==> config.mk <==
export PLATFORM = sky130hd
export DESIGN_NAME = mac_dot_seq
export DESIGN_NICKNAME = d
export VERILOG_FILES = /design/src/rtl/mac_dot_seq.sv
export SDC_FILE = /design/constraint.sdc
export NUM_CORES = 1
export LEC_CHECK = 0
export ABC_AREA = 1
export BUFFER_PORTS_ARGS = -buffer_cell sky130_fd_sc_hd__buf_2
export CORE_MARGIN = 3
export CORE_UTILIZATION = 25
export DETAILED_ROUTE_END_ITERATION = 10
export GPL_TIMING_DRIVEN = 0
export PLACE_DENSITY = 0.44
export SLEW_MARGIN = 10
export SYNTH_ARGS = -nofsm -noshare
export SYNTH_HDL_FRONTEND = slang
export SYNTH_SLANG_ARGS = --single-unit
==> constraint.sdc <==
create_clock -name clk -period 2.85 [get_ports clk]
set_input_delay 0.7125 -clock clk [delete_from_list [all_inputs] [get_ports clk]]
set_output_delay 0.7125 -clock clk [all_outputs]
set_load 0.02 [all_outputs]
==> src/rtl/mac_dot_seq.sv <==
// Dot-product sequencer: takes a length/mode/init command, streams operand beats into
// the MAC with accumulation, waits for the MAC pipeline to drain and returns the result.
module mac_dot_seq #(
    parameter int W       = 8,
    parameter int ACC_W   = 32,
    parameter int CONF_W  = 3,
    parameter int LEN_W   = 16,
    parameter int MAC_LAT = 1
) (
    input  logic                    clk,
    input  logic                    rst,
    input  logic                    cmd_valid,
    output logic                    cmd_ready,
    input  logic [LEN_W-1:0]        cmd_len,
    input  logic [1:0]              cmd_mode,
    input  logic [ACC_W-1:0]        cmd_init,
    input  logic                    in_valid,
    output logic                    in_ready,
    input  logic [4*W-1:0]          in_a,
    input  logic [W-1:0]            in_b,
    output logic                    mac_en,
    output logic                    mac_clr,
    output logic [W-1:0]            mac_a0,
    output logic [W-1:0]            mac_a1,
    output logic [W-1:0]            mac_a2,
    output logic [W-1:0]            mac_a3,
    output logic [W-1:0]            mac_b0,
    output logic [ACC_W+CONF_W-1:0] mac_cfg,
    input  logic [ACC_W-1:0]        mac_c,
    output logic                    res_valid,
    input  logic                    res_ready,
    output logic [ACC_W-1:0]        res_data,
    output logic                    busy
);

    localparam int DR_W = $clog2(MAC_LAT + 1) + 1;

    typedef enum logic [2:0] {IDLE, PRIME, RUN, DRAIN, DONE} state_t;

    state_t           state;
    logic [LEN_W-1:0] beat_cnt;
    logic [DR_W-1:0]  drain_cnt;
    logic [1:0]       mode_q;
    logic [ACC_W-1:0] init_q;
    logic [CONF_W-1:0] conf_bits;

    // Lanes outside the active packing mode are forced to zero; mode 3 zeroes everything.
    function automatic logic [W-1:0] lane_mask(input logic [1:0] mode, input int lane,
                                               input logic [W-1:0] v);
        logic use_lane;
        case (mode)
            2'd0:    use_lane = (lane == 0);
            2'd1:    use_lane = (lane < 2);
            2'd2:    use_lane = 1'b1;
            default: use_lane = 1'b0;
        endcase
        return use_lane ? v : '0;
    endfunction

    always_comb begin
        conf_bits              = '0;
        conf_bits[1:0]         = mode_q;
        conf_bits[CONF_W-1]    = 1'b1;
    end

    assign cmd_ready = (state == IDLE);
    assign in_ready  = (state == RUN);
    assign res_valid = (state == DONE);
    assign busy      = (state != IDLE);
    assign mac_cfg   = (state != IDLE) ? {init_q, conf_bits} : '0;

    // Command fields are only observed while busy, so they need no reset.
    always_ff @(posedge clk) begin
        if (state == IDLE && cmd_valid) begin
            mode_q <= cmd_mode;
            init_q <= cmd_init;
        end
    end

    always_ff @(posedge clk) begin
        if (rst) begin
            state     <= IDLE;
            beat_cnt  <= '0;
            drain_cnt <= '0;
            mac_en    <= 1'b0;
            mac_clr   <= 1'b0;
            mac_a0    <= '0;
            mac_a1    <= '0;
            mac_a2    <= '0;
            mac_a3    <= '0;
            mac_b0    <= '0;
            res_data  <= '0;
        end else begin
            mac_en  <= 1'b0;
            mac_clr <= 1'b0;
            case (state)
                IDLE: begin
                    if (cmd_valid) begin
                        beat_cnt <= cmd_len;
                        if (cmd_len == '0) begin
                            res_data <= cmd_init;
                            state    <= DONE;
                        end else begin
                            mac_clr <= 1'b1;
                            state   <= PRIME;
                        end
                    end
                end
                PRIME: state <= RUN;
                RUN: begin
                    if (in_valid) begin
                        mac_a0   <= lane_mask(mode_q, 0, in_a[W-1:0]);
                        mac_a1   <= lane_mask(mode_q, 1, in_a[2*W-1:W]);
                        mac_a2   <= lane_mask(mode_q, 2, in_a[3*W-1:2*W]);
                        mac_a3   <= lane_mask(mode_q, 3, in_a[4*W-1:3*W]);
                        mac_b0   <= in_b;
                        mac_en   <= 1'b1;
                        beat_cnt <= beat_cnt - 1'b1;
                        if (beat_cnt == LEN_W'(1)) begin
                            drain_cnt <= '0;
                            state     <= DRAIN;
                        end
                    end
                end
                // The final enable cycle plus MAC_LAT pipeline cycles before mac_c settles.
                DRAIN: begin
                    if (drain_cnt == DR_W'(MAC_LAT)) begin
                        res_data <= mac_c;
                        state    <= DONE;
                    end else begin
                        drain_cnt <= drain_cnt + 1'b1;
                    end
                end
                DONE: if (res_ready) state <= IDLE;
                default: state <= IDLE;
            endcase
        end
    end

endmodule

==> out/qor.yml, run 1 <==
worst_setup_path:
  worstSetupStartpointType: "flop"
  cp_slowest_cell: "dfxtp_1"
  setup.worst_path.class: "flop to output pin"
  cp_top_family: "buffers and inverters"
  end_kind: "output pin"
  crit_required_ps: 2140
  r2r-end: "mac_a0[0]$_SDFFE_PP0P_"
  critical_path_buf_inv_count: 4
  worstPathCellList: "inv_2, nand3_4, clkinv_4, clkbuf_1, nor2_1, buf_2"
  reg2regPathDepth: 8
  worstPathArrival_ps: 1900
  r2r-start: "state[0]$_SDFFE_PP0P_"
  cp_slowest_stage_delay_ps: 470
  r2r_slack_ps: 1030
  cp.depth: 6
  path_max_fanout: 10
place:
  hpwl_um: 15800
  place.gp.congestion: 0.853
  dpl.cell_count: 1357
  port_buffers: 239
timing:
  setup_viol: 0
  worst_slew_margin_rel: 0.524
  rsz0062_at_grt: "false"
  fin_skew_ps: 9.30
  max_slew.worst_pin.slew_ps: 714
  final.setup.tns_ps: 0
  fmax_mhz: 383
  drv_slew: 0
  hold_violations: 0
  fin_crit_sh: 0.916
  timing.final.crit_period_ps: 2610
synth:
  mappedNetlistNets: 936
  ys_warn_count: 0
  synth.distinct_cells: 30
  netlist_instances: 804
  synth-seq-cells: 129
  seq_area_frac_synth: 0.495
  yosys-top-cells-area: "dfxtp_1, edfxtp_1, nand2_1"
  synth_top_area_frac: 0.322
  synthFlopType: "dfxtp_1"
  avgSynthCellArea_um2: 7.34
  synth_area_um2: 5900
  async_flop_share: 0
  synth_top_area_cell: "dfxtp_1"
  synth_edf_count: 34
detailed_routing:
  drc: 0
  wl_um: 20700
  drt_iter0_markers: 362
  vias: 5979
  wire_per_inst_um: 14.9
  post_drt_via_cell_ratio: 4.30
  drtAntennaViolNets: 0
  first_pass_iters: 4
power:
  switching_share: 0.432
  ir_drop_mv: 0.334
  p_seq_frac: 0.306
  p_leak_nw: 3.97
  power.switching_mw: 3.51
  p_clk_frac: 0.272
  internal_power_mw: 4.62
  share_comb_of_total_power: 0.423
  p_per_area_nw_per_um2: 1000
clock_network:
  cts_setup_buffers: 0
  tritoncts: "built"
  cts_hold_buf: 0
  cts_buffers: 17
  clock-sinks: 129
  cts_htree_levels: 4
  clkTransAtPathRegs_ps: 60
  ctsResizeCount: 0
  clkLatencyLatePin_ps: 410
  cts_buffer_depth: 2
  ctsRootBufferMaster: "clkbuf_16"
run_status:
  outcome: "complete, no violations"
final_layout:
  fin_nets: 1195
  layout.cells.most_common: "nand2_1"
  drive_gt1_frac: 0.290
  layout_common_cells: "nand2_1, buf_2, dfxtp_1, nand3_1, nor2_1"
  multi_input_area_um2: 2480
  area_growth_syn_to_layout_pct: 37.3
  diodes: 0
  final_cell_count_no_fill: 1389
  regArea_um2: 2920
  nFillCells: 2539
grt:
  overflow: 0
  antenna_found_initial: 1
  grt_max_degree: 27
  grt_first_pass_wirelength_um: 32500
  track_usage: 0.161
  grt_pass1_vias: 6004
hold_path:
  worstHoldPathCells: 2
  min_from: "res_data[5]$_SDFFE_PP0P_"
  min_to: "res_data[5]$_SDFFE_PP0P_"
  hold_path.class: "flop to flop"
die:
  dieArea_um2: 25500
  fp.dieH_um: 160
  io_pins: 240
  coreArea_um2: 22900
  initial_core_util: 0.257
  rows: 55
  die_w_um: 160
flow_run:
  maxCapViolCount: 0
==> routing by layer <==
| layer | up-vias | part of all wire | global-route usage |
|---|---|---|---|
| met5 | - | 0.00063 | 0 |
| met4 | 2 | 0.011 | 0.0406 |
| met3 | 18 | 0.068 | 0.0550 |
| met2 | 155 | 0.47 | 0.261 |
| met1 | 2704 | 0.45 | 0.205 |
| li1 | 3100 | - | - |
==> worst max path at each step <==
stage                           from             endpoint  slack [ps]
2_1_floorplan              cmd_valid  init_q[0]$_DFFE_PP_         210
3_3_place_gp               cmd_valid  mode_q[0]$_DFFE_PP_        -870
3_5_place_dp   state[1]$_SDFFE_PP0P_          mac_cfg[17]         630
4_1_cts        state[1]$_SDFFE_PP0P_           mac_cfg[7]         170
5_1_grt        state[0]$_SDFFE_PP0P_          mac_cfg[13]          60
6_report       state[1]$_SDFFE_PP0P_          mac_cfg[30]         240
==> power groups by stage <==
stage / Sequential, mW / Combinational, mW / Clock [mW]
2_1_floorplan: 2.66 / 2.13 / 0
3_3_place_gp: 2.54 / 3.48 / 0
3_5_place_dp: 2.52 / 3.49 / 0
4_1_cts: 2.49 / 3.50 / 2.28
5_1_grt: 2.54 / 3.85 / 2.34
6_report: 2.49 / 3.44 / 2.21
==> worst min-delay path, delay by kind of cell (launching register included) <==
family,cells,cell delay [ps]
and+or+nand+nor,1,60
DFF,1,310
AOI/OAI and AO/OA,1,50
==> cell usage after synthesis (3+ instances only) <==
| cell | n |
|---|---|
| inv_2 | 3 |
| ha_1 | 5 |
| buf_6 | 4 |
| nand3_1 | 82 |
| dfxtp_1 | 95 |
| inv_1 | 65 |
| or2_2 | 3 |
| nor2_1 | 81 |
| a21oi_1 | 60 |
| buf_2 | 14 |
| o21ai_0 | 49 |
| nand2_2 | 4 |
| nor3_1 | 4 |
| nand2_1 | 261 |
| edfxtp_1 | 34 |
| buf_4 | 4 |
| clkbuf_1 | 21 |
==> through the flow <==
| stage | setup slack [ps] | hold WS (ps) | power (mW) | area, µm² | utilization |
|---|---|---|---|---|---|
| floorplan | 213 | 444 | 4.80 | 5900 | - |
| global placement | -874 | 446 | 6.01 | 7490 | 0.327 |
| detailed placement | 628 | 449 | 6.01 | 7520 | 0.328 |
| CTS | 167 | 455 | 8.27 | 8100 | 0.354 |
| global route | 57.3 | 459 | 8.74 | 8100 | 0.354 |
| finish | 240 | 460 | 8.14 | 8100 | 0.354 |
==> cell type report <==
type                       count  area share
multi-input combinational    560       0.307
sequential                   129       0.361
timing repair buffer         240       0.150
clock buffer                  18      0.0556
clock inverter                14      0.0170
buffer                        44      0.0281
inverter                      71      0.0337
tap                          313      0.0483
==> cell families after synthesis <==
family / synth area share
buf+inv: 0.0848
flops: 0.495
simple gates: 0.310
fa+ha+maj: 0.0106
compound gates: 0.0997
==> flip-flops by register name (all words and copies together) (netlist names), 3 cells and up <==
| name | count |
|---|---|
| state | 3 |
| mac_a1 | 8 |
| mac_a0 | 8 |
| mac_b0 | 8 |
| mac_a3 | 8 |
| beat_cnt | 16 |
| init_q | 32 |
| res_data | 32 |
| mac_a2 | 8 |
(Power assumes the default switching activity.)
==> inputs of run 2 (changes only) <==
--- a/config.mk
+++ b/config.mk
@@ -7,11 +7,13 @@
 export LEC_CHECK = 0
 export ABC_AREA = 1
 export BUFFER_PORTS_ARGS = -buffer_cell sky130_fd_sc_hd__buf_2
+export CELL_PAD_IN_SITES_DETAIL_PLACEMENT = 1
+export CELL_PAD_IN_SITES_GLOBAL_PLACEMENT = 1
 export CORE_MARGIN = 3
 export CORE_UTILIZATION = 25
 export DETAILED_ROUTE_END_ITERATION = 10
 export GPL_TIMING_DRIVEN = 0
-export PLACE_DENSITY = 0.44
+export PLACE_DENSITY = 0.6
 export SLEW_MARGIN = 10
 export SYNTH_ARGS = -nofsm -noshare
 export SYNTH_HDL_FRONTEND = slang
==> out/qor.yml, run 2 (synthesized netlist as in run 1, its figures left out) <==
hold_path:
  min_from: "res_data[9]$_SDFFE_PP0P_"
  min_to: "res_data[9]$_SDFFE_PP0P_"
  hold_path.class: "flop to flop"
  worstHoldPathCells: 2
final_layout:
  final_util: 0.354
  reg_top3: "init_q (32), res_data (32), beat_cnt (16)"
  fin_nets: 1195
  layout.cells.most_common: "nand2_1"
  layout_common_cells: "nand2_1, buf_2, dfxtp_1, nand3_1, nor2_1"
  area_growth_syn_to_layout_pct: 37.6
  drive_gt1_frac: 0.290
die:
  coreArea_um2: 22900
  die_w_um: 160
  dieArea_um2: 25500
  rows: 55
  fp.dieH_um: 160
  io_pins: 240
  initial_core_util: 0.257
grt:
  track_usage: 0.174
  grt_pass1_vias: 6370
  grt_first_pass_wirelength_um: 35300
  antenna_found_initial: 4
  overflow: 0
  grt_max_degree: 22
worst_setup_path:
  end_kind: "output pin"
  cp_slowest_stage_delay_ps: 460
  r2r_slack_ps: 1000
  reg2regPathDepth: 8
  worstPathArrival_ps: 1930
  crit_required_ps: 2140
  worstSetupStartpointType: "flop"
  worstPathCellList: "inv_1, nand3_4, clkinv_4, clkbuf_1, nor2_1, buf_2"
  r2r-end: "mac_a3[3]$_SDFFE_PP0P_"
  setup.worst_path.class: "flop to output pin"
  path_max_fanout: 10
  cp_slowest_cell: "clkbuf_1"
  r2r-start: "state[0]$_SDFFE_PP0P_"
flow_run:
  maxCapViolCount: 0
power:
  p_leak_nw: 3.97
  p_per_area_nw_per_um2: 1010
  ir_drop_mv: 0.342
timing:
  fin_crit_sh: 0.928
  hold_violations: 0
  fin_skew_ps: 13.4
  drv_slew: 0
  setup_viol: 0
  timing.final.crit_period_ps: 2640
  worst_slew_margin_rel: 0.529
  fmax_mhz: 378
  rsz0062_at_grt: "false"
  setup_slack_ps: 205
  max_slew.worst_pin.slew_ps: 705
detailed_routing:
  wl_um: 22200
  wire_per_inst_um: 16.0
  drc: 0
  drtAntennaViolNets: 0
  first_pass_iters: 4
  drt_iter0_markers: 191
  vias: 6105
  post_drt_via_cell_ratio: 4.39
place:
  port_buffers: 239
  hpwl_um: 17000
  place.gp.congestion: 0.765
  place_ws_ps: 573
clock_network:
  tritoncts: "built"
  clock-sinks: 129
  clkLatencyLatePin_ps: 420
  ctsRootBufferMaster: "clkbuf_16"
  cts_hold_buf: 0
  cts_setup_buffers: 0
  cts_buffers: 17
  ctsResizeCount: 0
  cts_htree_levels: 4
  clkTransAtPathRegs_ps: 60
  cts_buffer_depth: 2
run_status:
  outcome: "complete, no violations"
==> run 2: cell types whose count changed in the layout (fill, tap and decap cells not counted), sizes merged <==
cell / previous run / this run
clkinv: 4 / 5
clkbuf: 39 / 40
clkinvlp: 2 / 1
bufinv: 1 / 0
diode: 0 / 1
==> run 2: per-stage QoR <==
stage / hold slack [ps] / cell area [µm²] / std cells / TNS, ps / power [mW]
floorplan: 444 / 5900 / 804 / 0 / 4.80
global placement: 444 / 7490 / 1356 / -39590 / 6.06
detailed placement: 452 / 7520 / 1357 / 0 / 6.12
CTS: 447 / 8120 / 1389 / 0 / 8.39
global route: 451 / 8120 / 1390 / 0 / 8.87
finish: 459 / 8120 / 1390 / 0 / 8.23
==> run 2: worst max path at each step <==
| stage | from | endpoint | cells past startpoint |
|---|---|---|---|
| 2_1_floorplan | cmd_valid | init_q[0]$_DFFE_PP_ | 2 |
| 3_3_place_gp | cmd_valid | init_q[25]$_DFFE_PP_ | 3 |
| 3_5_place_dp | state[0]$_SDFFE_PP0P_ | mac_cfg[6] | 6 |
| 4_1_cts | state[0]$_SDFFE_PP0P_ | mac_cfg[6] | 6 |
| 5_1_grt | state[0]$_SDFFE_PP0P_ | mac_cfg[11] | 6 |
| 6_report | state[0]$_SDFFE_PP0P_ | mac_cfg[6] | 6 |
==> run 2: final cells by class <==
type | instances | area [µm²]
fill | 2937 | 14800
antenna | 1 | 2.50
timing repair buffer | 240 | 1220
inverter | 71 | 273
buffer | 44 | 228
clock inverter | 13 | 130
sequential | 129 | 2920
tap | 313 | 392
multi-input combinational | 560 | 2480
clock buffer | 19 | 464
==> run 2: power by group <==
group,switching [mW],total (mW),internal [mW]
registers,0.200,2.48,2.28
clock network,0.982,2.22,1.24
logic,2.46,3.52,1.07
==> run 2: critical path: cells and delay by family, from the launching register on <==
family	cells	cell delay [ps]
buffers and inverters	4	930
flip-flops	1	350
AND/OR/NAND/NOR	2	230
==> run 2: per-layer routing <==
layer | vias up | routed length, µm | global-route usage
li1 | 3094 | - | -
met1 | 2832 | 9980 | 0.221
met2 | 149 | 10600 | 0.288
met3 | 24 | 1270 | 0.0524
met4 | 6 | 369 | 0.0474
met5 | - | 34 | 0
==> inputs of run 3 (changes only) <==
--- a/config.mk
+++ b/config.mk
@@ -14,6 +14,8 @@
 export DETAILED_ROUTE_END_ITERATION = 10
 export GPL_TIMING_DRIVEN = 0
 export PLACE_DENSITY = 0.6
+export RECOVER_POWER = 50
+export REMOVE_ABC_BUFFERS = 1
 export SLEW_MARGIN = 10
 export SYNTH_ARGS = -nofsm -noshare
 export SYNTH_HDL_FRONTEND = slang
==> out/qor.yml, run 3 (synthesized netlist as in run 1, its figures left out) <==
run_status:
  outcome: "complete, no violations"
grt:
  antenna_found_initial: 2
  track_usage: 0.166
  overflow: 0
  grt_pass1_vias: 6225
  grt_max_degree: 59
  grt_first_pass_wirelength_um: 34000
worst_setup_path:
  path_max_fanout: 38
  cp_top_family: "buffers and inverters"
  end_kind: "flop"
  critical_path_buf_inv_count: 1
  worstPathArrival_ps: 2940
  crit_required_ps: 3190
  setup.worst_path.class: "flop to flop"
  worstPathCellList: "nand3_4, inv_1, nand2_1, nand2_1, nand3_1, a21oi_1"
  cp_slowest_cell: "inv_1"
  cp_slowest_stage_delay_ps: 990
  worstSetupStartpointType: "flop"
  crit_top_cell: "nand2_1"
clock_network:
  clock-sinks: 129
  ctsRootBufferMaster: "clkbuf_16"
  tritoncts: "built"
  cts_buffer_depth: 2
  clkTransAtPathRegs_ps: 60
  cts_htree_levels: 4
  clkLatencyLatePin_ps: 420
  cts_hold_buf: 0
  cts_buffers: 17
die:
  initial_core_util: 0.257
  coreArea_um2: 22900
  rows: 55
  die_w_um: 160
  dieArea_um2: 25500
  io_pins: 240
  fp.dieH_um: 160
power:
  p_leak_nw: 3.48
  p_per_area_nw_per_um2: 1010
  total_power_mw: 7.90
  ir_drop_mv: 0.370
detailed_routing:
  drtAntennaViolNets: 0
  first_pass_iters: 4
  wire_per_inst_um: 15.9
  post_drt_via_cell_ratio: 4.42
  wl_um: 21400
  vias: 5958
  drt_iter0_markers: 226
  drc: 0
final_layout:
  layout_common_cells: "nand2_1, buf_2, clkbuf_1, dfxtp_1, nand3_1"
  layout.cells.most_common: "nand2_1"
  reg_top3: "init_q (32), res_data (32), beat_cnt (16)"
  drive_gt1_frac: 0.190
  diodes: 0
  area_growth_syn_to_layout_pct: 32.0
  fin_nets: 1155
timing:
  fin_skew_ps: 11.5
  whs_ps: 461
  rsz0062_at_grt: "false"
  hold_violations: 0
  setup_viol: 0
  max_slew.worst_pin.slew_ps: 1190
  worst_slew_margin_rel: 0.207
  fmax_mhz: 384
  fin_crit_sh: 0.913
  drv_slew: 0
  timing.final.crit_period_ps: 2600
place:
  hpwl_um: 14600
  place.gp.congestion: 0.746
  port_buffers: 239
flow_run:
  maxCapViolCount: 0
hold_path:
  hold_path.class: "flop to flop"
-- run 3: changes by cell type in the layout (fill, tap and decap cells not counted), moves of 4 or more --
cell,change
buf_2,-109
inv_6,-5
clkbuf_1,+77
buf_6,-4
-- run 3: final timing paths --
path / startpoint / to / slack (ps) / cells after the start
hold / removal: res_data[18]$_SDFFE_PP0P_ / res_data[18]$_SDFFE_PP0P_ / 460 / 2
setup reg to reg: state[1]$_SDFFE_PP0P_ / res_data[29]$_SDFFE_PP0P_ / 250 / 6
hold reg to reg: res_data[18]$_SDFFE_PP0P_ / res_data[18]$_SDFFE_PP0P_ / 460 / 2
setup / recovery: state[1]$_SDFFE_PP0P_ / res_data[29]$_SDFFE_PP0P_ / 250 / 6
-- run 3: cell type report --
cell class	count	area (µm²)
Fill cell	2938	15100
Clock inverter	8	52.6
Tap cell	313	392
Sequential cell	129	2920
Inverter	71	278
Multi-Input combinational cell	561	2520
Timing Repair Buffer	243	1120
Clock buffer	24	493
-- run 3: per-layer routing --
| metal | wire (µm) | part of all wire | up-vias | GRT usage |
|---|---|---|---|---|
| li1 | - | - | 3013 | - |
| met1 | 9610 | 0.45 | 2778 | 0.207 |
| met2 | 9920 | 0.46 | 147 | 0.277 |
| met3 | 1680 | 0.078 | 16 | 0.0656 |
| met4 | 182 | 0.0085 | 4 | 0.0306 |
| met5 | 23 | 0.0011 | - | 0 |
-- run 3: timing repair --
action                     4_1_cts  5_1_grt
cloned                           1        0
resized for setup                6        4
setup endpoints to repair       82       57
pin swaps                        1        1
hold endpoints to repair         0        0
buffers inserted                 0        3
-- run 3: report_power, final --
part           switching (mW)  internal [mW]
clock network           0.856           1.21
logic                    2.43          0.912
registers               0.205           2.29
-- run 3: per-stage QoR --
stage          instances  setup TNS, ps  utilization  area (µm²)  setup slack, ps
5_1_grt             1349              0        0.340        7790             28.4
3_5_place_dp        1313         -38860        0.318        7290             -852
2_1_floorplan        760              0            -        5670              213
6_report            1349              0        0.340        7790              248
3_3_place_gp        1312         -98520        0.317        7260            -1380
4_1_cts             1346              0        0.343        7870             76.6
-- run 3: worst reg2reg max path, stage by stage, from the launching register on --
cell,delay (ps)
dfxtp_1,490
nand3_4,460
inv_1,990
nand2_1,220
nand2_1,120
nand3_1,90
a21oi_1,150
